$ cat src/rtl/tea_pkg.sv
// Shared definitions for the TEA cipher core.
//   DELTA_DEFAULT : key-schedule constant used when DELTA is not overridden
//   word_t        : 32-bit TEA word
//   state_t       : control states IDLE / RUN / DONE
//   dec_sum_init  : starting sum for decryption, DELTA*ROUNDS mod 2^32
package tea_pkg;

  localparam logic [31:0] DELTA_DEFAULT = 32'h9E3779B9;

  typedef logic [31:0] word_t;

  typedef enum logic [1:0] {
    IDLE = 2'd0,
    RUN  = 2'd1,
    DONE = 2'd2
  } state_t;

  function automatic word_t dec_sum_init(input word_t delta, input int unsigned rounds);
    logic [63:0] prod;
    prod = {32'd0, delta} * {32'd0, 32'(rounds)};
    return prod[31:0];
  endfunction

endpackage

$ cat src/rtl/tea_round_f.sv
// TEA mixing function F(x,ka,kb,s) = ((x<<4)+ka) ^ (x+s) ^ ((x>>5)+kb).
// Purely combinational; all arithmetic wraps mod 2^32.
// Ports:
//   x  : word being mixed
//   ka : key word added to the left-shifted term
//   kb : key word added to the right-shifted term
//   s  : current round sum
//   f  : mixed result
module tea_round_f
  import tea_pkg::*;
(
  input  word_t x,
  input  word_t ka,
  input  word_t kb,
  input  word_t s,
  output word_t f
);

  assign f = ((x << 4) + ka) ^ (x + s) ^ ((x >> 5) + kb);

endmodule

$ cat src/rtl/tea_cipher_core.sv
// Iterative TEA block cipher, one TEA cycle (two Feistel half-rounds) per clock.
// Ports:
//   clk      : rising-edge clock
//   reset    : synchronous active-high reset
//   start    : begin a block; sampled only in IDLE
//   mode     : 0 = encrypt, 1 = decrypt; sampled with start
//   key      : 128-bit key {k0,k1,k2,k3}; sampled with start
//   data_in  : 64-bit block {v0,v1}; sampled with start
//   busy     : high whenever the core is not IDLE
//   done     : one-clock completion pulse
//   data_out : result {v0,v1}; valid with done, held until the next completion
module tea_cipher_core
  import tea_pkg::*;
#(
  parameter int unsigned ROUNDS = 32,
  parameter word_t       DELTA  = DELTA_DEFAULT
) (
  input  logic          clk,
  input  logic          reset,
  input  logic          start,
  input  logic          mode,
  input  logic [127:0]  key,
  input  logic [63:0]   data_in,
  output logic          busy,
  output logic          done,
  output logic [63:0]   data_out
);

  localparam int unsigned     CW      = $clog2(ROUNDS + 1);
  localparam logic [CW-1:0]   LAST    = CW'(ROUNDS - 1);
  localparam word_t           SUM_DEC = dec_sum_init(DELTA, ROUNDS);

  state_t          state;
  state_t          state_next;

  word_t           v0;
  word_t           v1;
  word_t           sum;
  logic [127:0]    key_q;
  logic            dec;
  logic [CW-1:0]   cnt;
  logic            last_round;

  word_t           k0, k1, k2, k3;
  word_t           s_enc;
  word_t           fa_x, fa_ka, fa_kb, f_s, f_a;
  word_t           mid;
  word_t           fb_ka, fb_kb, f_b;
  word_t           fin;
  word_t           v0_next;
  word_t           v1_next;

  assign k0 = key_q[127:96];
  assign k1 = key_q[95:64];
  assign k2 = key_q[63:32];
  assign k3 = key_q[31:0];

  assign last_round = (cnt == LAST);

  // Both directions share the two F instances. Encrypt updates v0 first
  // then v1 with the pre-incremented sum; decrypt updates v1 first then v0
  // with the current sum. The first instance's result ("mid") is the word
  // updated first, and feeds the second instance.
  assign s_enc = sum + DELTA;
  assign f_s   = dec ? sum : s_enc;
  assign fa_x  = dec ? v0  : v1;
  assign fa_ka = dec ? k2  : k0;
  assign fa_kb = dec ? k3  : k1;
  assign fb_ka = dec ? k0  : k2;
  assign fb_kb = dec ? k1  : k3;

  tea_round_f u_f_a (
    .x  (fa_x),
    .ka (fa_ka),
    .kb (fa_kb),
    .s  (f_s),
    .f  (f_a)
  );

  assign mid = dec ? (v1 - f_a) : (v0 + f_a);

  tea_round_f u_f_b (
    .x  (mid),
    .ka (fb_ka),
    .kb (fb_kb),
    .s  (f_s),
    .f  (f_b)
  );

  assign fin     = dec ? (v0 - f_b) : (v1 + f_b);
  assign v0_next = dec ? fin : mid;
  assign v1_next = dec ? mid : fin;

  // Control state register
  always_ff @(posedge clk) begin
    if (reset) begin
      state <= IDLE;
    end else begin
      state <= state_next;
    end
  end

  always_comb begin
    state_next = state;
    case (state)
      IDLE:    if (start) state_next = RUN;
      RUN:     if (last_round) state_next = DONE;
      DONE:    state_next = IDLE;
      default: state_next = IDLE;
    endcase
  end

  assign busy = (state != IDLE);
  assign done = (state == DONE);

  // Datapath
  always_ff @(posedge clk) begin
    if (reset) begin
      v0       <= '0;
      v1       <= '0;
      sum      <= '0;
      key_q    <= '0;
      dec      <= 1'b0;
      cnt      <= '0;
      data_out <= '0;
    end else begin
      case (state)
        IDLE: begin
          if (start) begin
            v0    <= data_in[63:32];
            v1    <= data_in[31:0];
            key_q <= key;
            dec   <= mode;
            cnt   <= '0;
            sum   <= mode ? SUM_DEC : '0;
          end
        end
        RUN: begin
          v0  <= v0_next;
          v1  <= v1_next;
          sum <= dec ? (sum - DELTA) : s_enc;
          cnt <= cnt + 1'b1;
          if (last_round) begin
            data_out <= {v0_next, v1_next};
          end
        end
        default: ;
      endcase
    end
  end

endmodule

$ cat config.mk
export PLATFORM = sky130hd
export DESIGN_NAME = tea_cipher_core
export DESIGN_NICKNAME = d
export VERILOG_FILES = /design/src/rtl/tea_pkg.sv /design/src/rtl/tea_round_f.sv /design/src/rtl/tea_cipher_core.sv
export SDC_FILE = /design/constraint.sdc
export NUM_CORES = 2
export LEC_CHECK = 0
export CORE_UTILIZATION = 45
export CTS_CLUSTER_SIZE = 8
export DETAILED_ROUTE_END_ITERATION = 7
export PLACE_DENSITY = 0.72
export SLEW_MARGIN = 20
export SYNTH_ARGS = -nofsm -noshare
export SYNTH_HDL_FRONTEND = slang
export SYNTH_SLANG_ARGS = --single-unit
$ cat constraint.sdc
create_clock -name clk -period 17.15 [get_ports clk]
set_clock_uncertainty 0.2 [all_clocks]
set_input_delay 4.2875 -clock clk [delete_from_list [all_inputs] [get_ports clk]]
set_output_delay 4.2875 -clock clk [all_outputs]
set_load 0.1 [all_outputs]
# Yosys cells after proc, flatten, opt, wreduce, memory -nomap -nowiden
# Cells that the tools add are included.
# word_totals
reg_bits	297
output_inout_bits	66
# classes
reduce_logical	7
n_eq_ne	5
n_mux	23
n_bitwise	4
add_sub_neg	13
# ops
operator	n
two-way mux 32 bit	15
adder 32 bit	6
case mux 32 bit (2 select lines)	3
bitwise XOR 32 bit	4
adder 27 x 32 -> 32 bit	2
subtractor 32 bit	2
adder 32 bit, second input constant	1
subtractor 32 bit, second input constant	1
case mux 6 bit (2 select lines)	1
AND reduction 2 bit	4
adder 6 x 1 -> 6 bit, second input constant	1
== test 6 x 5 -> 1 bit, second input constant	1
two-way mux 6 bit	1
two-way mux 2 bit	2
inequality test 2 bit, second input constant	2
case mux 2 bit (2 select lines)	1
nonzero test 2 bit	2
== test 2 x 1 -> 1 bit, second input constant	1
== test 2 bit, second input constant	1
logical NOT 2 bit	1

# Depth between registers and ports, before layout
# depth
ltp_word	14
depth_mapped	60
mapped_depth_nobuf	55

# Cells and area by module
# From an unflattened synthesis, not the netlist that was laid out.
# unflattened
cells_unflattened	4178
hier_area_um2	31948.1
# modules_own_cells
mod	seq_area_each_um2	instances	area_each_um2	cells_per_inst
tea_cipher_core	5945.7	1	22098.7	2924
tea_round_f	0.0	2	4924.7	627

# Worst setup path after synthesis
# OpenSTA, ideal clock, no wires.
# synth_path
path_type	flip-flop to flip-flop
startpoint	reg dec
endpoint	reg data_out[31]
path_slack_ns	5.191
path_stages_with_launch	56
n_path_buf	6
arrival_ns	11.668
setup_ns	0.091
required_time_ns	16.859
path_cell_list	dfxtp_1 > clkbuf_1 > clkbuf_1 > clkbuf_1 > clkbuf_1 > buf_1 > clkbuf_1 > mux2_2 > ha_1 > fa_1 > a21o_1 > a21oi_1 > nor2_1 > nor2_1 > o21bai_1 > a21o_1 > a21oi_1 > xnor2_1 > [20 not listed] > a211oi_1 > o21ba_2 > xnor2_1 > xnor2_1 > xor2_1 > ha_1 > a21o_1 > a21oi_1 > o21ai_0 > a211oi_2 > a21oi_1 > a211o_1 > a21oi_2 > xnor2_1 > nor3_1 > mux2_4 > or4_1 > a311oi_1
# synth_via
elab_chain_len	12
word_cells_on_any_way	23
classes_between	10 x add/sub; 9 x mux; 4 x bitwise
# synth_lines
item	line_no	rtl
from (decl)	tea_cipher_core.sv:40	logic dec;
from (signal assigned)	tea_cipher_core.sv:133	dec <= mode;
two-way mux 32 bit, on equally long branches	tea_cipher_core.sv:67, tea_cipher_core.sv:65, tea_cipher_core.sv:66	
adder 32 bit	tea_round_f.sv:19	assign f = ((x << 4) + ka) ^ (x + s) ^ ((x >> 5) + kb);
bitwise XOR 32 bit (2 in series)	tea_round_f.sv:19	
adder 32 bit / subtractor 32 bit (equally long branches)	tea_cipher_core.sv:80	assign mid = dec ? (v1 - f_a) : (v0 + f_a);
two-way mux 32 bit	tea_cipher_core.sv:80	
adder 32 bit	tea_round_f.sv:19	
bitwise XOR 32 bit (2 in series)	tea_round_f.sv:19	
adder 32 bit / subtractor 32 bit (equally long branches)	tea_cipher_core.sv:90	assign fin = dec ? (v0 - f_b) : (v1 + f_b);
two-way mux 32 bit	tea_cipher_core.sv:90	
two-way mux 32 bit *	tea_cipher_core.sv:92	assign v1_next = dec ? mid : fin;
to (signal assigned)	tea_cipher_core.sv:144	data_out <= {v0_next, v1_next};
to (decl)	tea_cipher_core.sv:26	output logic [63:0] data_out
# Every way passes the cells marked *; elsewhere a longest branch is shown, timed or not.
# A chain may end at the register's enable or synchronous reset.

# Worst setup path after layout
# Ends and elaborated chain as after synthesis.

==> flow_summary.toml <==
[synth]
synthesis.nets = 4448
synth_edf_count = 0
netlist_top_cells_area = "dfxtp_1 (20%), ha_1 (13%), xnor2_1 (8.9%), a21oi_1 (7.7%), nand2_1 (6.2%)"
synthArstFlopShare_pct = 0
postSynthAreaPerCell_um2 = 7.57
syn_area_um2 = 29800
synth_ff_type = "dfxtp_1"
yosys_register_bits = 297
synthCells = 3937
yosysTopAreaCell = "dfxtp_1"
synth_cell_types = 87
ys_warn_count = 0
seq_area_frac_synth_pct = 19.9
synth_top_area_share_pct = 19.9

[setup_path]
critical_path_required_ns = 17.46
crit_path_end_kind = "flop"
r2r-end = "data_out[31]"
cpLargestDelayFamily = "compound AO/OA/AOI/OAI gates"
rrSetupSlack_ns = 3.85
timing.rr.start = "dec"
crit_path_frequent_cell = "a21oi_1"
cp_data_arrival_time_ns = 13.61
startpoint_type = "flop"
critPathBufInv = 1
cp_slowest_cell = "o21ai_0"
ff2ff_path_depth = 42
worstSetupPathType = "reg -> reg"
worstPathMaxFanout = 76
max_stage_delay_ns = 0.87

[sta]
slew_headroom_pct = 19.1
finalCriticalPeriod_ns = 13.30
rsz0062_at_grt = "no"
clock.fmax_mhz = 75.2
finalHoldViolCount = 0
worstMarginPinSlew_ns = 1.20
slew_violations = 0
tns_ns = 0
setup_viol = 0
fin_crit_sh_pct = 77.6

[die]
ios = 262
fp.dieH_um = 259
coreArea_um2 = 64900
fp-row-count = 93
die_w_um = 259
die_area_um2 = 67300
initial_core_util_pct = 45.9

[clocking]
htreeDepth = 2
cts_tree = "built"
clockBufferDepth = 3
cts.sinks = 297
cts_hold_repair.buffers = 0
cts_root_buffer = "clkbuf_16"
post-cts-setup-buffers = 0
cts_resized = 0
cts_buffers = 44
clk_latency_ns = 0.60
path_clk_slew_ns = 0.06

[outcome]
status = "finished, final reports clean"

[layout]
diodes = 0
final_cell_mix = "nand2_1 (488), a21oi_1 (460), nor2_1 (370), ha_1 (305), xnor2_1 (302)"
final_nets = 4601
final_common_cell = "nand2_1"
drive_gt1_share_pct = 6.35
areaGrowthSynthToFinish_pct = 14.8

[routing]
initialDrtViolationCount = 3112
antenna_left = 0
routed_wl_mm = 103
route.detailed.drc = 0
drt-vias-per-instance = 5.99
post_drt_wl_per_cell_um = 20.7
vias = 29663
drt_first_pass_iters = 8

[min_path]
hp-class = "reg -> reg"
worstHoldPathCells = 2
hold_start = "data_out[25]"
hold_end = "data_out[25]"

[placed_design]
dpl.hpwl_mm = 80.7
routabilityCongestion = 1.00
portBuffers = 261

[global_routing]
antenna_found_initial = 0
grt_max_degree = 84
grt-ovfl-total = 0
grt_use_total_pct = 29.4
grt_pass1_vias = 27085
grt_first_pass_wirelength_mm = 155

[run]
max_cap_viol_count = 0
## cells in the mapped netlist, types with 14 or more instances
master,instances
xor2_1,138
inv_1,136
nand2b_1,44
a22oi_1,46
o211ai_1,15
o21ai_0,173
nand3_1,69
xnor2_1,302
dfxtp_1,297
a21boi_0,16
nor2b_1,38
a31oi_1,27
and2_1,18
nand2_1,489
nor3_1,77
o21a_1,22
a21o_1,163
mux2_2,143
clkbuf_1,153
buf_1,17
a211oi_1,50
nor2_1,371
a221oi_1,42
o21bai_1,38
o21ai_1,19
nand4_1,18
and3_1,29
mux2i_1,29
a21oi_1,460
or3_1,14
ha_1,305
## kinds of logic after synthesis
family / synth area share (%)
buffers and inverters: 3.95
flip-flops: 19.9
XOR/XNOR: 13.3
AO/OA/AOI/OAI: 25.1
adder cells (fa/ha/maj): 13.5
AND/OR/NAND/NOR: 17.9
multiplexers: 6.43
## worst max-delay path by stage
stage,startpoint,endpoint,slack (ns),cells past startpoint
4_1_cts,dec,data_out[31],4.06,42
5_1_grt,dec,data_out[31],3.15,42
3_5_place_dp,dec,data_out[31],4.11,42
3_3_place_gp,dec,data_out[31],4.20,42
6_report,dec,data_out[31],3.85,42
2_1_floorplan,dec,data_out[31],5.19,55
## per-stage QoR
step                      util, %  std cells  hold WS [ns]  instance area, um^2  worst slack (ns)
after global placement       50.8       4899         0.247                33000              4.20
after global routing         52.7       4951         0.279                34200              3.15
after CTS                    52.7       4951         0.255                34200              4.06
final                        52.7       4951         0.256                34200              3.85
after detailed placement     50.8       4899         0.248                33000              4.11
after floorplan                 -       3937         0.243                29800              5.19
## area by class of cell
class / count / area [um^2]
clock inverter: 7 / 115
tap: 855 / 1070
clock buffer: 45 / 1100
inverter: 137 / 514
sequential: 297 / 5950
fill: 6314 / 30700
timing repair buffer: 280 / 2760
multi-input combinational: 3330 / 22700
## flip-flops by register name (all words and copies together), names as in the netlist
name / flops
key_q: 128
data_out: 64
sum: 32
v0: 32
v1: 32
cnt: 6
state: 2
dec: 1
## per-layer routing
metal	vias up	GRT usage, %	wire length [um]
li1	14310	-	-
met4	0	6.18	2090
met5	-	0	0
met2	1342	43.4	42000
met3	148	4.05	10100
met1	13863	44.7	48500
## worst reg2reg max path, delay by kind of cell (launching register included)
family,cells,cell delay [ns]
buffers and inverters,1,0.77
AO/OA/AOI/OAI,22,5.81
XOR/XNOR,6,1.39
adder cells (fa/ha/maj),4,1.51
AND/OR/NAND/NOR,7,1.77
multiplexers,2,0.89
flip-flops,1,0.86
Power is left out: the tool's default activity adds up to more than one toggle a clock period on the data nets, which glitch-free logic cannot reach.
